$ cat src/rtl/calc_op_sequencer.sv
// Sequenced arithmetic unit: one-cycle add/sub, 7-step shift-add multiply and
// 14-step restoring divide sharing one datapath, with a last-good-result register for chaining.
module calc_op_sequencer #(
    parameter int OPW = 7,
    parameter int RW  = 14
) (
    input  logic           clock,
    input  logic           reset,
    input  logic           start,
    input  logic           clear,
    input  logic [2:0]     func,
    input  logic           chain,
    input  logic [OPW-1:0] op_a,
    input  logic [OPW-1:0] op_b,
    output logic           busy,
    output logic           done,
    output logic [RW-1:0]  result,
    output logic [OPW-1:0] rem,
    output logic [1:0]     err
);
    localparam int MW = RW + OPW;
    localparam int CW = $clog2(RW + 1);

    localparam logic [2:0] F_ADD = 3'b001;
    localparam logic [2:0] F_SUB = 3'b010;
    localparam logic [2:0] F_MUL = 3'b011;
    localparam logic [2:0] F_DIV = 3'b100;

    localparam logic [1:0] E_OK  = 2'b00;
    localparam logic [1:0] E_DBZ = 2'b01;
    localparam logic [1:0] E_UNF = 2'b10;
    localparam logic [1:0] E_OVF = 2'b11;

    localparam logic [CW-1:0] MUL_LAST = CW'(OPW - 1);
    localparam logic [CW-1:0] DIV_LAST = CW'(RW - 1);

    typedef enum logic [1:0] {S_IDLE, S_EXEC, S_DONE} state_t;

    state_t         r_state, w_next;
    logic [2:0]     r_func;
    logic [RW-1:0]  r_a;       // operand A; shifts into the quotient during divide
    logic [OPW-1:0] r_b;       // operand B; shifts right during multiply
    logic [MW-1:0]  r_acc;
    logic [OPW-1:0] r_prem;
    logic [CW-1:0]  r_cnt;
    logic [RW-1:0]  r_last;
    logic [RW-1:0]  r_result;
    logic [OPW-1:0] r_rem;
    logic [1:0]     r_err;
    logic           r_busy;
    logic           r_done;

    logic           w_func_ok;
    logic           w_accept;
    logic           w_fin;
    logic [RW-1:0]  w_res;
    logic [OPW-1:0] w_rem;
    logic [1:0]     w_err;
    logic [MW-1:0]  w_acc_n;
    logic [RW-1:0]  w_a_n;
    logic [OPW-1:0] w_b_n;
    logic [OPW-1:0] w_prem_n;
    logic [RW:0]    w_sum;
    logic [RW-1:0]  w_bext;
    logic [MW-1:0]  w_addend;
    logic [OPW:0]   w_trial;
    logic [OPW-1:0] w_prem_sub;
    logic           w_ge;

    assign w_func_ok  = (func == F_ADD) || (func == F_SUB) || (func == F_MUL) || (func == F_DIV);
    assign w_accept   = (r_state == S_IDLE) && start && !clear && w_func_ok;
    assign w_bext     = {{(RW-OPW){1'b0}}, r_b};
    assign w_sum      = {1'b0, r_a} + {1'b0, w_bext};
    assign w_addend   = r_b[0] ? ({{OPW{1'b0}}, r_a} << r_cnt) : '0;
    // Partial remainder stays below B, so the shifted trial value fits in OPW+1 bits
    assign w_trial    = {r_prem, r_a[RW-1]};
    assign w_ge       = w_trial >= {1'b0, r_b};
    assign w_prem_sub = w_trial[OPW-1:0] - r_b;

    always_comb begin
        w_next   = r_state;
        w_fin    = 1'b0;
        w_res    = '0;
        w_rem    = '0;
        w_err    = E_OK;
        w_acc_n  = r_acc;
        w_a_n    = r_a;
        w_b_n    = r_b;
        w_prem_n = r_prem;
        case (r_state)
            S_IDLE: if (w_accept) w_next = S_EXEC;
            S_EXEC: begin
                case (r_func)
                    F_ADD: begin
                        w_fin = 1'b1;
                        w_res = w_sum[RW-1:0];
                        if (w_sum[RW]) w_err = E_OVF;
                    end
                    F_SUB: begin
                        w_fin = 1'b1;
                        if (r_a < w_bext) w_err = E_UNF;
                        else              w_res = r_a - w_bext;
                    end
                    F_MUL: begin
                        w_acc_n = r_acc + w_addend;
                        w_b_n   = r_b >> 1;
                        if (r_cnt == MUL_LAST) begin
                            w_fin = 1'b1;
                            w_res = w_acc_n[RW-1:0];
                            if (|w_acc_n[MW-1:RW]) w_err = E_OVF;
                        end
                    end
                    F_DIV: begin
                        if (r_cnt == '0 && r_b == '0) begin
                            w_fin = 1'b1;
                            w_err = E_DBZ;
                        end else begin
                            w_prem_n = w_ge ? w_prem_sub : w_trial[OPW-1:0];
                            w_a_n    = {r_a[RW-2:0], w_ge};
                            if (r_cnt == DIV_LAST) begin
                                w_fin = 1'b1;
                                w_res = w_a_n;
                                w_rem = w_prem_n;
                            end
                        end
                    end
                    default: w_fin = 1'b1;
                endcase
                if (w_fin) w_next = S_DONE;
            end
            S_DONE:  w_next = S_IDLE;
            default: w_next = S_IDLE;
        endcase
    end

    always_ff @(posedge clock or posedge reset) begin
        if (reset) begin
            r_state  <= S_IDLE;
            r_func   <= '0;
            r_a      <= '0;
            r_b      <= '0;
            r_acc    <= '0;
            r_prem   <= '0;
            r_cnt    <= '0;
            r_last   <= '0;
            r_result <= '0;
            r_rem    <= '0;
            r_err    <= E_OK;
            r_busy   <= 1'b0;
            r_done   <= 1'b0;
        end else if (clear) begin
            r_state  <= S_IDLE;
            r_last   <= '0;
            r_result <= '0;
            r_rem    <= '0;
            r_err    <= E_OK;
            r_busy   <= 1'b0;
            r_done   <= 1'b0;
        end else begin
            r_state <= w_next;
            r_busy  <= (w_next != S_IDLE);
            r_done  <= (w_next == S_DONE);
            if (w_accept) begin
                r_func <= func;
                r_a    <= chain ? r_last : {{(RW-OPW){1'b0}}, op_a};
                r_b    <= op_b;
                r_acc  <= '0;
                r_prem <= '0;
                r_cnt  <= '0;
            end else if (r_state == S_EXEC) begin
                r_cnt  <= r_cnt + CW'(1);
                r_acc  <= w_acc_n;
                r_a    <= w_a_n;
                r_b    <= w_b_n;
                r_prem <= w_prem_n;
            end
            if (w_fin) begin
                r_result <= w_res;
                r_rem    <= w_rem;
                r_err    <= w_err;
                if (w_err == E_OK) r_last <= w_res;
            end
        end
    end

    assign busy   = r_busy;
    assign done   = r_done;
    assign result = r_result;
    assign rem    = r_rem;
    assign err    = r_err;
endmodule
$ cat config.mk
export PLATFORM = sky130hd
export DESIGN_NAME = calc_op_sequencer
export DESIGN_NICKNAME = d
export VERILOG_FILES = /design/src/rtl/calc_op_sequencer.sv
export SDC_FILE = /design/constraint.sdc
export NUM_CORES = 1
export LEC_CHECK = 0
export ABC_AREA = 0
export CORE_MARGIN = 5
export CORE_UTILIZATION = 35
export DETAILED_ROUTE_END_ITERATION = 7
export PLACE_DENSITY = 0.62
export SLEW_MARGIN = 20
export SYNTH_ARGS = -nofsm -noshare
export SYNTH_HDL_FRONTEND = slang
export SYNTH_SLANG_ARGS = --single-unit
$ cat constraint.sdc
create_clock -name clock -period 9.2 [get_ports clock]
set_input_delay 1.38 -clock clock [delete_from_list [all_inputs] [get_ports clock]]
set_output_delay 1.38 -clock clock [all_outputs]
set_load 0.1 [all_outputs]
==> results.json, run 1 <==
{
  "worst_skew_pair.late_latency_ns": 0.36,
  "layout-drive-gt1-share_pct": 6.576,
  "critical_path.cell_chain": "clkinv_1 > a211oi_1 > a21oi_1 > nand2_1 > o21ai_0 > a21oi_1 > nor2_1 > ha_1 > nand4_1 > nor3_1 > nand4b_1 > nand3b_1 > xnor2_1 > nand2_1 > or4_1 > o31ai_4 > nand3_1 > o2bb2ai_1",
  "min_to": "result[11]",
  "yosysUniqueCellTypes": 78,
  "cts-resized-gates": 0,
  "share_seq_of_total_power_pct": 33.6,
  "gp_congestion": 0.9631,
  "grt_remaining_overflow": 0,
  "grt_antenna_before_repair": 0,
  "detailedPlacementHpwl_um": 15860,
  "final.period_utilization_pct": 58.84,
  "synth-edff-count": 0,
  "timing.clock.skew_ns": 0.008750,
  "timing.final.hold_violations": 0,
  "power_report.internal_total_uw": 932.0,
  "tritoncts": "built",
  "worstSetupStartpointType": "flop",
  "cts_setup_buffers": 0,
  "critical_path_class": "reg -> reg",
  "crit-reg2reg-launch": "r_cnt[0]",
  "timing.critical_path.fanout_max": 27,
  "clock-sinks": 97,
  "post_layout_cell_count": 1152,
  "placed_cells": 1136,
  "crit_required_ns": 9.47,
  "outcome": "completed",
  "core.rowCount": 52,
  "syn_avg_cell_area_um2": 8.351,
  "worstSetupEndpointType": "flop",
  "routed_wire_length_per_instance_um": 18.66,
  "post-route-drc-count": 0,
  "worstHoldPathType": "reg -> reg",
  "cpMaxStageDelayCell": "sky130_fd_sc_hd__dfrtp_1",
  "grt_pass1_wl_um": 35230,
  "synth.yosys.warnings": 0,
  "cap_viol_max_count": 0,
  "transition_time_of_the_tightest_slew_check_pin_ns": 1.005,
  "grt_pass1_vias": 6340,
  "power_density_mw_per_mm2": 197.6,
  "chipWidth_um": 153.4,
  "vdd_drop_max_uv": 80.20,
  "post-synth-top-count-cell": "sky130_fd_sc_hd__nand2_1",
  "static-leakage-power_uw": 0.003603,
  "ys_seq_area_share_pct": 33.72,
  "finalMaxSlewViolations": 0,
  "avgViaCountPerCell": 5.688,
  "grt_max_degree": 72,
  "cts_hold_buf": 0,
  "netSwitchingFraction_pct": 42.26,
  "grtUsageTotal_pct": 18.26,
  "drt.antenna.violating_nets": 0,
  "dr_total_vias": 6553,
  "io-pin-count": 47,
  "synth_cells": 862,
  "floorplan.initialDensity_pct": 35.57,
  "ys_top_cells_by_count": "107 x sky130_fd_sc_hd__nand2_1, 97 x sky130_fd_sc_hd__dfrtp_1, 92 x sky130_fd_sc_hd__nor2_1, 61 x sky130_fd_sc_hd__o21ai_0, 58 x sky130_fd_sc_hd__a21oi_1",
  "ctsLongestPathBuffers": 2,
  "worstPathArrival_ns": 5.68,
  "postSynthNetCount": 933,
  "clk_root_buffer_cell": "sky130_fd_sc_hd__clkbuf_16",
  "port_buffers": 46,
  "yosys_register_bits": 97,
  "rr_endpoint": "r_last[6]",
  "ys_top_cells_by_area": "sky130_fd_sc_hd__dfrtp_1 34%, sky130_fd_sc_hd__ha_1 7.8%, sky130_fd_sc_hd__nand2_1 5.6%",
  "timing.slew.headroom_pct": 32.81,
  "ff2ff_setup_slack_ns": 3.79,
  "synth.cell_area_mm2": 0.007198,
  "routed_wirelength_um": 21500,
  "power.clock.fraction_pct": 24.6,
  "final.setup.tns_ns": 0,
  "number_of_clock_buffers_inserted_by_tritoncts": 9,
  "clock.fmax_ghz": 0.1847,
  "net-switching-power_uw": 682.1,
  "fin_nets": 948,
  "drt_pass1_iterations": 6,
  "cell_accounting_for_the_most_synthesized_area": "sky130_fd_sc_hd__dfrtp_1",
  "num_antenna_cells": 0,
  "reg2regPathDepth": 18,
  "dr.first_iter.drc_count": 582,
  "timing.final.crit_period_ns": 5.414,
  "areaGrowthSynthToFinish_pct": 13.45,
  "async_reset_ff_share_pct": 100.0,
  "synthFlopType": "sky130_fd_sc_hd__dfrtp_1",
  "critical-path-max-stage-delay_ns": 0.90,
  "fp.coreArea_mm2": 0.02023,
  "finalSetupViolations": 0,
  "combPwrFrac_pct": 41.9,
  "synthDominantCellAreaShare_pct": 33.72,
  "clock_tree.htree_level_count": 3,
  "hold-path-cell-count": 2,
  "clkTransAtPathRegs_ns": 0.07,
  "dieArea_mm2": 0.02353,
  "die-height_um": 153.4,
  "grt_setup_unrepaired": "no",
  "min-delay-start": "result[11]"
}
==> metal layers <==
metal,track usage (%),routed length (µm),up-vias
li1,-,-,3164
met1,26.66,10250,3163
met2,28.49,9821,198
met3,2.149,1064,28
met4,5.383,368,0
met5,0,0,-
==> how the worst max path moves through the flow <==
stage                   from   endpoint  cells after the start
floorplan           r_cnt[0]  r_last[1]                     19
global placement    r_cnt[0]  r_last[1]                     14
detailed placement  r_cnt[0]  r_last[7]                     18
CTS                 r_cnt[0]  r_last[6]                     18
global route        r_cnt[0]  r_last[8]                     18
finish              r_cnt[0]  r_last[6]                     18
==> flip-flops by register name, summed over array words and instances (netlist names) <==
signal / count
r_state: 2
err: 2
result: 14
r_func: 3
rem: 7
r_last: 14
r_prem: 7
r_a: 14
busy: 1
r_b: 7
r_cnt: 4
r_acc: 21
done: 1
==> layout make-up <==
cell class              count  area [µm²]
flip-flops and latches     97        2427
clock inverters             7       78.83
multi-input cells         684        4451
inverters                  29       111.4
clock buffers               9       225.2
fillers                  2018       12070
repair buffers             56       535.5
well taps                 270       337.8
==> logic make-up (layout without fill, tap and decap cells) <==
family / Yosys count / after routing / synth area share, %
xor gates and xnor gates: 37 / 37 / 4.606
and+or+nand+nor: 314 / 314 / 19.80
buffers and inverters: 81 / 101 / 4.537
muxes: 27 / 27 / 4.606
DFF: 97 / 97 / 33.72
AOI/OAI and AO/OA: 257 / 257 / 23.80
adders and majority gates: 49 / 49 / 8.935
==> metrics by stage <==
step | setup WS (ns) | hold slack, ns | area, µm² | utilization (%) | total power, µW
after detailed placement | 3.914 | 0.4644 | 7863 | 38.86 | 1212
after CTS | 3.870 | 0.4825 | 8167 | 40.36 | 1610
after global routing | 3.318 | 0.5030 | 8167 | 40.36 | 1713
final | 3.786 | 0.4757 | 8167 | 40.36 | 1614
after global placement | 3.913 | 0.4602 | 7863 | 38.86 | 1208
after floorplan | 4.808 | 0.4507 | 7198 | - | 1018
==> power groups by stage <==
stage,clock network [µW],logic [µW],registers (µW)
after floorplan,0,502,516
after global placement,0,661,547
after detailed placement,0,664,547
after CTS,403,668,539
after global routing,422,742,549
final,396,676,542
==> cell usage in the layout, fill, tap and decap left out, types with 4 or more instances in the layout <==
master / instances
sky130_fd_sc_hd__o21bai_1: 6
sky130_fd_sc_hd__ha_1: 45
sky130_fd_sc_hd__nand2b_1: 8
sky130_fd_sc_hd__nor3_1: 18
sky130_fd_sc_hd__a21o_1: 14
sky130_fd_sc_hd__xor2_1: 14
sky130_fd_sc_hd__dfrtp_1: 97
sky130_fd_sc_hd__a22o_1: 11
sky130_fd_sc_hd__nor2b_1: 9
sky130_fd_sc_hd__a221oi_1: 7
sky130_fd_sc_hd__a222oi_1: 5
sky130_fd_sc_hd__nand2_1: 106
sky130_fd_sc_hd__mux2i_1: 8
sky130_fd_sc_hd__a211oi_1: 11
sky130_fd_sc_hd__a31oi_1: 11
sky130_fd_sc_hd__nand3_1: 41
sky130_fd_sc_hd__o2bb2ai_1: 8
sky130_fd_sc_hd__o22ai_1: 15
sky130_fd_sc_hd__and2_1: 5
sky130_fd_sc_hd__buf_4: 10
sky130_fd_sc_hd__clkbuf_16: 9
sky130_fd_sc_hd__o21a_1: 6
sky130_fd_sc_hd__o21ai_0: 61
sky130_fd_sc_hd__clkdlybuf4s50_1: 46
sky130_fd_sc_hd__nand4_1: 10
sky130_fd_sc_hd__a221o_1: 5
sky130_fd_sc_hd__xnor2_1: 22
sky130_fd_sc_hd__mux2_2: 14
sky130_fd_sc_hd__inv_1: 26
sky130_fd_sc_hd__a21oi_1: 57
sky130_fd_sc_hd__nor2_1: 92
sky130_fd_sc_hd__fa_1: 4
sky130_fd_sc_hd__and3_1: 5
==> critical path, delay by kind of cell (launching register included) <==
kind | cells | cell delay, ns
xor gates and xnor gates | 1 | 0.17
DFF | 1 | 0.90
adders and majority gates | 1 | 0.42
AOI/OAI and AO/OA | 6 | 1.43
buffers and inverters | 1 | 0.50
and+or+nand+nor | 9 | 1.90
No activity file was read; power rests on OpenSTA's default activity.
==> run 2: changes to the inputs <==
==> constraint.sdc (replaced) <==
create_clock -name clock -period 5.4 [get_ports clock]
set_input_delay 0.81 -clock clock [delete_from_list [all_inputs] [get_ports clock]]
set_output_delay 0.81 -clock clock [all_outputs]
set_load 0.1 [all_outputs]
==> run 2 against run 1 <==
  * Final area up 1.6%
  * Global-route usage up 0.28 points
  * Clock-buffer cell count up 2
  * Flip-flop and latch count unchanged
==> results.json, run 2 (synthesis results as in run 1) <==
{
  "clk_root_buffer_cell": "sky130_fd_sc_hd__clkbuf_16",
  "timing.slew.headroom_pct": 32.83,
  "worstSetupStartpointType": "flop",
  "combPwrFrac_pct": 43.2,
  "post_layout_cell_count": 1165,
  "dieArea_mm2": 0.02353,
  "placed_cells": 1149,
  "grt_pass1_wl_um": 35480,
  "outcome": "completed",
  "avgViaCountPerCell": 5.682,
  "worstHoldPathType": "reg -> reg",
  "floorplan.initialDensity_pct": 35.57,
  "clock.fmax_ghz": 0.2004,
  "fin_nets": 961,
  "crit_required_ns": 5.64,
  "post_layout_power_uw": 2841,
  "drt_pass1_iterations": 6,
  "grt_pass1_vias": 6392,
  "critical_path_class": "reg -> reg",
  "areaGrowthSynthToFinish_pct": 15.26,
  "die-height_um": 153.4,
  "final_util_pct": 41.00,
  "grt_setup_unrepaired": "no",
  "clock_tree.htree_level_count": 3,
  "gp_congestion": 0.9600,
  "chipWidth_um": 153.4,
  "timing.final.hold_violations": 0,
  "finalMaxSlewViolations": 0,
  "timing.critical_path.fanout_max": 15,
  "largest-register": "r_acc",
  "power.clock.fraction_pct": 25.6,
  "layout-drive-gt1-share_pct": 8.045,
  "power_report.internal_total_uw": 1678,
  "final.setup.tns_ns": 0,
  "ctsLongestPathBuffers": 2,
  "highest_count_cells_in_the_layout_ignoring_fill_and_taps": "106 x sky130_fd_sc_hd__nand2_1, 96 x sky130_fd_sc_hd__dfrtp_1, 92 x sky130_fd_sc_hd__nor2_1, 61 x sky130_fd_sc_hd__o21ai_0, 57 x sky130_fd_sc_hd__a21oi_1",
  "finalSetupViolations": 0,
  "timing.clock.skew_ns": 0.01357,
  "dr_total_vias": 6620,
  "post-route-drc-count": 0,
  "final_common_cell": "sky130_fd_sc_hd__nand2_1",
  "tritoncts": "built",
  "number_of_clock_buffers_inserted_by_tritoncts": 9,
  "grt_antenna_before_repair": 0,
  "max_reg_flops": 21,
  "net-switching-power_uw": 1163,
  "static-leakage-power_uw": 0.003690,
  "routed_wirelength_um": 21980,
  "fp.coreArea_mm2": 0.02023,
  "clock-sinks": 97,
  "num_antenna_cells": 0,
  "worstPathArrival_ns": 5.23,
  "timing.final.crit_period_ns": 4.990,
  "final.period_utilization_pct": 92.41,
  "netSwitchingFraction_pct": 40.93,
  "detailedPlacementHpwl_um": 16610,
  "power_density_mw_per_mm2": 342.4,
  "io-pin-count": 47,
  "grt_max_degree": 65,
  "worst_hold_slack_ns": 0.4774,
  "port_buffers": 46,
  "grtUsageTotal_pct": 18.54,
  "cap_viol_max_count": 0,
  "worst_skew_pair.late_latency_ns": 0.36,
  "routed_wire_length_per_instance_um": 18.87,
  "clkTransAtPathRegs_ns": 0.07,
  "transition_time_of_the_tightest_slew_check_pin_ns": 1.004,
  "cts_hold_buf": 0,
  "worstSetupEndpointType": "flop",
  "dr.first_iter.drc_count": 687,
  "vdd_drop_max_uv": 151.3,
  "share_seq_of_total_power_pct": 31.2,
  "core.rowCount": 52,
  "drt.antenna.violating_nets": 0,
  "grt_remaining_overflow": 0
}
-- run 2: cell types whose count changed in the layout (fill, tap and decap cells not counted) --
cell                         change
sky130_fd_sc_hd__buf_4          +13
sky130_fd_sc_hd__bufinv_16       +1
sky130_fd_sc_hd__clkbuf_8        +2
sky130_fd_sc_hd__clkinv_4        -1
sky130_fd_sc_hd__clkinvlp_4      -2
sky130_fd_sc_hd__dfrtp_1         -1
sky130_fd_sc_hd__dfrtp_2         +1
sky130_fd_sc_hd__inv_6           +1
sky130_fd_sc_hd__inv_8           -1
-- run 2: critical path, stage by stage (launching register included) --
cell and delay [ns]:
sky130_fd_sc_hd__dfrtp_1 0.65, sky130_fd_sc_hd__mux2i_1 0.26, sky130_fd_sc_hd__or4_1 0.58, sky130_fd_sc_hd__fa_1 0.46, sky130_fd_sc_hd__nand2b_1 0.18, sky130_fd_sc_hd__a21oi_1 0.25
sky130_fd_sc_hd__o21bai_1 0.14, sky130_fd_sc_hd__a211oi_1 0.41, sky130_fd_sc_hd__o21ai_0 0.18, sky130_fd_sc_hd__xnor2_1 0.18, sky130_fd_sc_hd__or4b_1 0.55, sky130_fd_sc_hd__nor4b_2 0.41
sky130_fd_sc_hd__o21bai_2 0.31, sky130_fd_sc_hd__a22o_1 0.30
-- run 2: final cells by class --
class / instances / area [µm²]
clock buffer: 11 / 252.7
timing repair buffer: 69 / 633.1
multi-input combinational: 684 / 4451
fill: 2023 / 11940
tap: 270 / 337.8
clock inverter: 5 / 82.58
sequential: 97 / 2429
inverter: 29 / 111.4
-- run 2: repair_timing --
| action | CTS | global route |
|---|---|---|
| endpoints found under the hold margin | 0 | 0 |
| resized for setup | 0 | 1 |
| setup buffers | 0 | 0 |
| setup endpoints to repair | 0 | 13 |
-- run 2: power groups by stage --
stage	combinational (µW)	clock, µW	sequential [µW]
final	1230	727	886
after global routing	1350	769	892
after CTS	1210	743	882
after detailed placement	1210	0	894
after global placement	1210	0	895
after floorplan	855	0	879
-- run 2: final timing paths --
check                           startpoint          to  slack, ns  cells after the start
worst max-delay path              r_cnt[0]  r_last[10]       0.41                     13
worst min-delay path            result[12]  result[12]       0.48                      1
worst max register to register    r_cnt[0]  r_last[10]       0.41                     13
worst min register to register  result[12]  result[12]       0.48                      1
max in group asynchronous            reset    r_cnt[1]       3.40                      3
min in group asynchronous            reset   result[8]       0.95                      2
-- run 2: layer usage --
layer / part of all wire [%] / GRT usage [%]
met1: 46 / 25.36
met2: 45 / 29.88
met3: 6.1 / 3.393
met4: 2.8 / 5.845
met5: 0 / 0
-- run 2: through the flow --
| step | setup slack (ns) | instance area (µm²) |
|---|---|---|
| after floorplan | 1.008 | 7198 |
| after global placement | 0.3394 | 7960 |
| after detailed placement | 0.4032 | 7960 |
| after CTS | 0.3657 | 8295 |
| after global routing | 0.01367 | 8297 |
| final | 0.4099 | 8297 |
